File: config.mk
export PLATFORM = sky130hd
export DESIGN_NAME = alu_arbiter
export DESIGN_NICKNAME = d
export VERILOG_FILES = /design/src/rtl/alu_pkg.sv /design/src/rtl/rr_pick.sv /design/src/rtl/alu_arbiter.sv
export SDC_FILE = /design/constraint.sdc
export NUM_CORES = 1
export LEC_CHECK = 0
export ABC_AREA = 1
export CELL_PAD_IN_SITES_DETAIL_PLACEMENT = 1
export CELL_PAD_IN_SITES_GLOBAL_PLACEMENT = 2
export CORE_MARGIN = 4
export CORE_UTILIZATION = 21
export CTS_BUF_LIST = sky130_fd_sc_hd__clkbuf_2 sky130_fd_sc_hd__clkbuf_4 sky130_fd_sc_hd__clkbuf_8
export DETAILED_ROUTE_END_ITERATION = 8
export PLACE_DENSITY_LB_ADDON = 0.1
export SYNTH_ARGS = -nofsm -noshare
export SYNTH_HDL_FRONTEND = slang
export SYNTH_SLANG_ARGS = --single-unit
File: constraint.sdc
create_clock -name clk -period 1.6 [get_ports clk]
set_clock_uncertainty 0.1 [all_clocks]
set_input_delay 0.32 -clock clk [delete_from_list [all_inputs] [get_ports clk]]
set_output_delay 0.32 -clock clk [all_outputs]
set_load 0.005 [all_outputs]
File: src/rtl/alu_pkg.sv
// Shared opcode constants, arbiter state encoding and opcode legality helper.
// Latency: n/a (declarations only).
// Backpressure: n/a.
package alu_pkg;

  localparam logic [2:0] OP_AND  = 3'b000;
  localparam logic [2:0] OP_OR   = 3'b001;
  localparam logic [2:0] OP_NOTA = 3'b010;
  localparam logic [2:0] OP_ADD  = 3'b011;
  localparam logic [2:0] OP_SUB  = 3'b100;
  localparam logic [2:0] OP_LAST = 3'b100;

  typedef enum logic [1:0] {
    IDLE = 2'd0,
    EXEC = 2'd1,
    RESP = 2'd2
  } state_t;

  // Opcodes above OP_LAST have no ALU meaning
  function automatic logic op_illegal(input logic [2:0] op);
    return (op > OP_LAST);
  endfunction

endpackage

File: src/rtl/rr_pick.sv
// Round-robin picker: first active request at or after ptr, wrapping at N-1.
// Latency: purely combinational.
// Backpressure: none; grant is a pure function of req and ptr.
module rr_pick #(
  parameter int N  = 2,
  parameter int IW = $clog2(N)
) (
  input  logic [N-1:0]  req,
  input  logic [IW-1:0] ptr,
  output logic [N-1:0]  gnt,
  output logic [IW-1:0] idx
);

  logic found;

  // Scan offsets 0..N-1 from ptr; the smallest offset with a request wins
  always_comb begin
    gnt   = '0;
    idx   = '0;
    found = 1'b0;
    for (int off = 0; off < N; off++) begin
      for (int k = 0; k < N; k++) begin
        if (!found && req[k] && (k == ((int'(ptr) + off) % N))) begin
          gnt[k] = 1'b1;
          idx    = IW'(k);
          found  = 1'b1;
        end
      end
    end
  end

endmodule

File: src/rtl/alu_arbiter.sv
// Arbitrates NREQ requesters onto one shared external ALU; ALU_ARBITER_OPCHK_EN flags illegal opcodes.
// Latency: accept in cycle N -> rsp_valid in cycle N+2; one operation per 2 cycles back-to-back.
// Backpressure: rsp_ready low holds RESP with stable fields and keeps every req_ready low.
module alu_arbiter
  import alu_pkg::*;
#(
  parameter int W    = 4,
  parameter int NREQ = 2
) (
  input  logic                     clk,
  input  logic                     rst_n,
  input  logic [NREQ-1:0]          req_valid,
  output logic [NREQ-1:0]          req_ready,
  input  logic [NREQ*W-1:0]        req_a,
  input  logic [NREQ*W-1:0]        req_b,
  input  logic [NREQ*3-1:0]        req_sel,
  output logic [W-1:0]             alu_a,
  output logic [W-1:0]             alu_b,
  output logic [2:0]               alu_sel,
  input  logic [W-1:0]             alu_out,
  input  logic                     alu_carry,
  output logic                     rsp_valid,
  input  logic                     rsp_ready,
  output logic [$clog2(NREQ)-1:0]  rsp_id,
  output logic [W-1:0]             rsp_data,
  output logic                     rsp_carry,
  output logic                     rsp_err
);

  localparam int IW = $clog2(NREQ);

  state_t          state, state_nxt;
  logic            accept;
  logic [IW-1:0]   rr_ptr;
  logic [IW-1:0]   win_idx;
  logic [NREQ-1:0] win_gnt;
  logic [W-1:0]    pick_a, pick_b;
  logic [2:0]      pick_sel;
  logic [W-1:0]    lat_a, lat_b;
  logic [2:0]      lat_sel;
  logic [IW-1:0]   lat_id;
`ifdef ALU_ARBITER_OPCHK_EN
  logic            lat_err;
  logic            err_q;
`endif

  rr_pick #(.N(NREQ), .IW(IW)) u_pick (
    .req (req_valid),
    .ptr (rr_ptr),
    .gnt (win_gnt),
    .idx (win_idx)
  );

  // Select the winner's operand and opcode slices
  always_comb begin
    pick_a   = '0;
    pick_b   = '0;
    pick_sel = '0;
    for (int k = 0; k < NREQ; k++) begin
      if (win_gnt[k]) begin
        pick_a   = req_a[k*W +: W];
        pick_b   = req_b[k*W +: W];
        pick_sel = req_sel[k*3 +: 3];
      end
    end
  end

  // Next state; accept only from IDLE or from a RESP that is being drained
  always_comb begin
    state_nxt = state;
    accept    = 1'b0;
    case (state)
      IDLE: begin
        if (|req_valid) begin
          accept    = 1'b1;
          state_nxt = EXEC;
        end
      end
      EXEC: state_nxt = RESP;
      RESP: begin
        if (rsp_ready) begin
          if (|req_valid) begin
            accept    = 1'b1;
            state_nxt = EXEC;
          end else begin
            state_nxt = IDLE;
          end
        end
      end
      default: state_nxt = IDLE;
    endcase
  end

  // Grant strobe is masked while reset is held so nothing looks accepted
  assign req_ready = (accept && rst_n) ? win_gnt : '0;

  // State register
  always_ff @(posedge clk or negedge rst_n) begin
    if (!rst_n) state <= IDLE;
    else        state <= state_nxt;
  end

  // Latch the winner's request and advance the round-robin pointer
  always_ff @(posedge clk or negedge rst_n) begin
    if (!rst_n) begin
      lat_a   <= '0;
      lat_b   <= '0;
      lat_sel <= '0;
      lat_id  <= '0;
      rr_ptr  <= '0;
`ifdef ALU_ARBITER_OPCHK_EN
      lat_err <= 1'b0;
`endif
    end else if (accept) begin
      lat_a  <= pick_a;
      lat_b  <= pick_b;
      lat_id <= win_idx;
      rr_ptr <= (win_idx == IW'(NREQ-1)) ? '0 : win_idx + 1'b1;
`ifdef ALU_ARBITER_OPCHK_EN
      lat_sel <= op_illegal(pick_sel) ? OP_AND : pick_sel;
      lat_err <= op_illegal(pick_sel);
`else
      lat_sel <= pick_sel;
`endif
    end
  end

  // Capture the ALU result during the single EXEC cycle
  always_ff @(posedge clk or negedge rst_n) begin
    if (!rst_n) begin
      rsp_data  <= '0;
      rsp_carry <= 1'b0;
    end else if (state == EXEC) begin
`ifdef ALU_ARBITER_OPCHK_EN
      rsp_data  <= lat_err ? '0 : alu_out;
      rsp_carry <= !lat_err && alu_carry;
`else
      rsp_data  <= alu_out;
      rsp_carry <= alu_carry;
`endif
    end
  end

`ifdef ALU_ARBITER_OPCHK_EN
  // Error flag travels with the result it belongs to
  always_ff @(posedge clk or negedge rst_n) begin
    if (!rst_n)              err_q <= 1'b0;
    else if (state == EXEC)  err_q <= lat_err;
  end
  assign rsp_err = err_q;
`else
  assign rsp_err = 1'b0;
`endif

  assign alu_a     = lat_a;
  assign alu_b     = lat_b;
  assign alu_sel   = lat_sel;
  assign rsp_id    = lat_id;
  assign rsp_valid = (state == RESP);

endmodule
==> After elaboration in Yosys (flattened, before gate mapping) <==
Cells that the tools add are included.
W data, S select, Z words.
{ "totals": {"regBits": 20, "latchBits": 0, "ramBits": 0, "romBits": 0, "input_bits": 32, "out_inout_bits": 21, "word_cells": 55, "mem_count": 0} }
{ "op_classes": {"addsub": 2, "multipliers": 0, "n_div": 0, "n_lt_le_gt_ge": 0, "eq_ne": 5, "shifts": 0, "mux": 23, "bitwise_logic": 1, "n_reduce_logical": 16} }
{ "op_table": {"columns": ["cell", "n"], "rows": [
  ["$logic_not A32 Y1", 2],
  ["$mux W4", 4],
  ["$mux W1", 12],
  ["$logic_and A1 B1 Y1", 8],
  ["$mux W2", 3],
  ["$mux W3", 2],
  ["$pmux W2 S3", 1],
  ["$logic_not A1 Y1", 3],
  ["$add A1 B1 Y1 const B", 2],
  ["$eq A2 B1 Y1 const B", 1],
  ["$eq A2 B2 Y1 const A", 1],
  ["$eq A2 B2 Y1 const B", 1],
  ["$logic_not A2 Y1", 1],
  ["$ne A2 B1 Y1 const B", 1],
  ["$ne A2 B2 Y1 const B", 1],
  ["$pmux W1 S2", 1],
  ["$reduce_and A2 Y1", 1],
  ["$reduce_or A2 Y1", 1],
  ["$and A1 B1 Y1 const A", 1]
]} }

==> Longest topological paths before layout <==
{ "logic_depth": {"word_depth": 17, "ltp_mapped": 7, "ltp_nobuf": 6} }

==> Cells and area by module <==
A second synthesis with hierarchy kept.
{ "hier_totals": {"hier_cells": 140, "hier_area_um2": 1037.2} }
{ "modules_own_cells": {"columns": ["module", "n_inst", "cells_each", "area_per_inst_um2", "seq_area_each_um2"], "rows": [
  ["alu_arbiter", 1, 134, 1013.5, 500.5],
  ["rr_pick", 1, 6, 23.8, 0.0]
]} }

==> Least setup slack after synthesis <==
No wires, ideal clock.
{ "synth_path": {"path_kind": "flip-flop to output port", "start": "register state[0]", "end": "output port req_ready[0]", "arrival_ps": 900, "required_time_ps": 1180, "path_slack_ps": 280, "path_stages_with_launch": 6, "n_path_buf": 2, "path_cell_list": "dfrtp_1 -> buf_6 -> inv_2 -> nand3_2 -> buf_6 -> nor2_1"} }
{ "synth_between": {"elab_chain_cells": 4, "word_cells_on_any_way": 5, "classes_between": "1 x eq/ne; 2 x mux; 2 x reduce/logical"} }
{ "synth_lines": {"columns": ["element", "line", "text"], "rows": [
  ["start: declaration", "alu_arbiter.sv:32", "state_t state, state_nxt;"],
  ["start signal: assignment", "alu_arbiter.sv:100", "else state <= state_nxt;"],
  ["$eq A2 B2 Y1 or $logic_not A2 Y1 (tied branches)", "alu_arbiter.sv:72", "case (state)"],
  ["$pmux W1 S2 *", "alu_arbiter.sv:72", null],
  ["$logic_and A1 B1 Y1 *", "alu_arbiter.sv:95", "assign req_ready = (accept && rst_n) ? win_gnt : '0;"],
  ["$mux W2 *", "alu_arbiter.sv:95", null],
  ["end: declaration", "alu_arbiter.sv:13", "output logic [NREQ-1:0] req_ready,"]
]} }
Mark *: on every way between the ends. The rest lies on a longest branch, timed or not.

==> Final worst setup path <==
{ "layout_path": {"start": "register lat_sel[1], in the netlist alu_sel[1]", "end": "output port alu_sel[1]"} }
{ "layout_rtl": {"columns": ["element", "line", "text"], "rows": [
  ["start: declaration", "alu_arbiter.sv:40", "logic [2:0] lat_sel;"],
  ["start signal: assignment", "alu_arbiter.sv:123", "lat_sel <= pick_sel;"],
  ["end: declaration", "alu_arbiter.sv:19", "output logic [2:0] alu_sel,"]
]} }
No word-level cell between the ends.

==> impl_metrics.json <==
{
  "hold_viol": 0,
  "setup_viol": 0,
  "finalNonFillerCells": 273,
  "fp.coreArea_sq_mm": 0.00472,
  "antenna_found_initial": 0,
  "cts_tree": "yes",
  "grt.overflow.total": 0,
  "cp_data_required_time_ps": 1180,
  "slew_viol_final": 0,
  "die_area_sq_mm": 0.00603,
  "postSynthAreaPerCell_sq_um": 7.49,
  "std_cell_rows": 25,
  "start_util_pct": 21.6,
  "crit_chain": "clkdlybuf4s50_1",
  "drcViolationCount": 0,
  "vias_per_cell": 4.21,
  "seq_power_share_pct": 32.4,
  "nNetsFinal": 239,
  "synthTopCellsByArea": "dfrtp_1 49%, nand2_1 24%, nand3_1 14%, buf_6 3.3%, buf_2 2.0%",
  "p_leak_nw": 0.914,
  "critPathMaxStageDelay_ps": 530,
  "die_x_um": 77.6,
  "grt_pass1_vias": 1203,
  "track_usage_pct": 11.7,
  "clk_pin_slew_ps": 80,
  "die_h_um": 77.6,
  "area_delta_synth_final_pct": 76.5,
  "vias": 1148,
  "syn-instance-count": 136,
  "netlist_area_sq_mm": 0.00102,
  "cts_buffer_depth": 2,
  "boundaryPins": 53,
  "rsz0062_at_grt": "true",
  "drtAntennaViolNets": 0,
  "dr.pass1.iters": 4,
  "synth_cell_type_count": 14,
  "cp_max_fo": 2,
  "powerDensity_mw_per_mm2": 1470,
  "fmax_ghz": 0.643,
  "synth_top_area_share_pct": 49.1,
  "crit_path_end_kind": "output port",
  "min_period_over_period_pct": 97.2,
  "netSwitchingPower_mw": 0.873,
  "yosys.area.top_type": "dfrtp_1",
  "swShare_pct": 33.0,
  "syn_nets": 168,
  "cts_sinks": 20,
  "pwr-share-comb_pct": 48.3,
  "io_buffer_count": 51,
  "dp_hpwl_um": 2830,
  "synth_seq_cells": 20,
  "place.gp.congestion": 0.720,
  "outcome": "finished clean",
  "wire_per_inst_um": 12.8,
  "fin_crit_ps": 1560,
  "drt_iter0_drc": 38,
  "grt_first_pass_wirelength_um": 5640,
  "h-tree-depth": 1,
  "path_buf_inv": 1,
  "finalWirelength_um": 3480,
  "crit_type": "flop to output port",
  "max_cap_violations": 0,
  "grt_max_degree": 14,
  "cpLargestDelayFamily": "buffers and inverters",
  "antennaDiodeCount": 0,
  "clock_latency_ps": 260,
  "drive_gt1_share_pct": 19.9,
  "yosys_warnings": 0,
  "power_mw": 2.64,
  "ys_seq_area_share_pct": 49.1,
  "crit_path_start_kind": "flop",
  "cts_root_buffer": "clkbuf_8",
  "setup_tns_ps": 0,
  "internal_power_mw": 1.77,
  "cts_made_buffers": 3,
  "ir_drop_mv": 0.446,
  "critPathArrivalTime_ps": 1140,
  "cpMaxStageDelayCell": "clkdlybuf4s50_1",
  "hold_class": "primary input to asynchronous set/reset pin",
  "clkPwrFrac_pct": 19.4,
  "place_inst": 266
}
-- repair_timing --
item / CTS / global route
buffers inserted: 1 / 1
hold buffers: 1 / 0
gates resized for setup: 20 / 6
hold endpoints to repair: 1 / 0
pin swaps: 3 / 2
setup endpoints to repair: 3 / 4
-- worst paths after layout --
path	start	endpoint	slack, ps	cells after the start
min in group clk	rsp_data[0]	rsp_data[0]	370	2
max in group asynchronous	rst_n	rsp_data[2]	780	3
worst max-delay path	alu_sel[1]	alu_sel[1]	40	1
worst max register to register	state[0]	state[1]	420	4
worst min-delay path	rst_n	rsp_id	110	3
worst min register to register	rsp_data[0]	rsp_data[0]	370	2
-- cells in the mapped netlist --
library cell / n
nand2_1: 64
nand3_1: 28
dfrtp_1: 20
inv_1: 5
nor2_1: 5
buf_2: 4
buf_6: 3
a21oi_2: 1
buf_4: 1
conb_1: 1
inv_2: 1
nand3_2: 1
nand4_1: 1
nor2_2: 1
-- power by group through the flow --
stage	Sequential [mW]	Clock (mW)	Combinational [mW]
4_1_cts	0.857	0.536	1.29
6_report	0.856	0.512	1.28
3_5_place_dp	0.859	0	1.27
5_1_grt	0.885	0.556	1.42
2_1_floorplan	0.863	0	0.517
3_3_place_gp	0.850	0	1.25
-- placed cells by master, fill, tap and decap left out, drive strengths merged --
cell and instances:
nand2 64, clkdlybuf4s50 44, nand3 29, buf 24
dfrtp 20, inv 6, nor2 6, clkbuf 5
dlygate4sd2 3, nand4 1, a21oi 1, conb 1
bufinv 1, dlygate4sd3 1
-- per-layer routing --
layer,routed length [um],vias up,GRT usage [%]
met5,0,-,0
met1,1440,549,13.9
met2,1830,32,20.5
met3,175,2,2.20
met4,35,0,4.80
li1,-,565,-
-- flip-flops by register name, summed over array words and instances, names as in the netlist --
signal and cells:
alu_b 4, alu_sel 3, state 2, alu_a 4
rsp_data 4, rsp_carry 1, rsp_id 1, rr_ptr 1
-- kinds of logic (layout without fill, tap and decap cells) --
logic type | after synthesis | in the layout | share of synthesized area, %
DFF | 20 | 20 | 49.1
buffers and inverters | 14 | 84 | 8.23
other | 1 | 1 | 0.368
AOI/OAI and AO/OA | 1 | 1 | 0.860
and+or+nand+nor | 100 | 100 | 41.4
-- through the flow --
step | util (%) | area (sq um) | hold slack [ps] | worst slack [ps]
after CTS | 38.0 | 1790 | 107 | 6.10
final | 38.1 | 1800 | 110 | 44.8
after global placement | 36.0 | 1700 | 355 | -600
after detailed placement | 36.0 | 1700 | 359 | -628
after floorplan | - | 1020 | -75.6 | 280
after global routing | 38.1 | 1800 | 121 | -18.8
-- final cells by class --
type                    count  area (sq um)
clock buffers               3          41.3
clock inverters             1          30.0
fillers                   574          2930
inverters                   6          22.5
multi-input cells         102           454
flip-flops and latches     20           500
well taps                  67          83.8
repair buffers             74           666
-- worst min-delay path, stage by stage --
cell and delay [ps]:
dlygate4sd2_1 210, buf_6 120, buf_4 160
(Power assumes the default switching activity.)
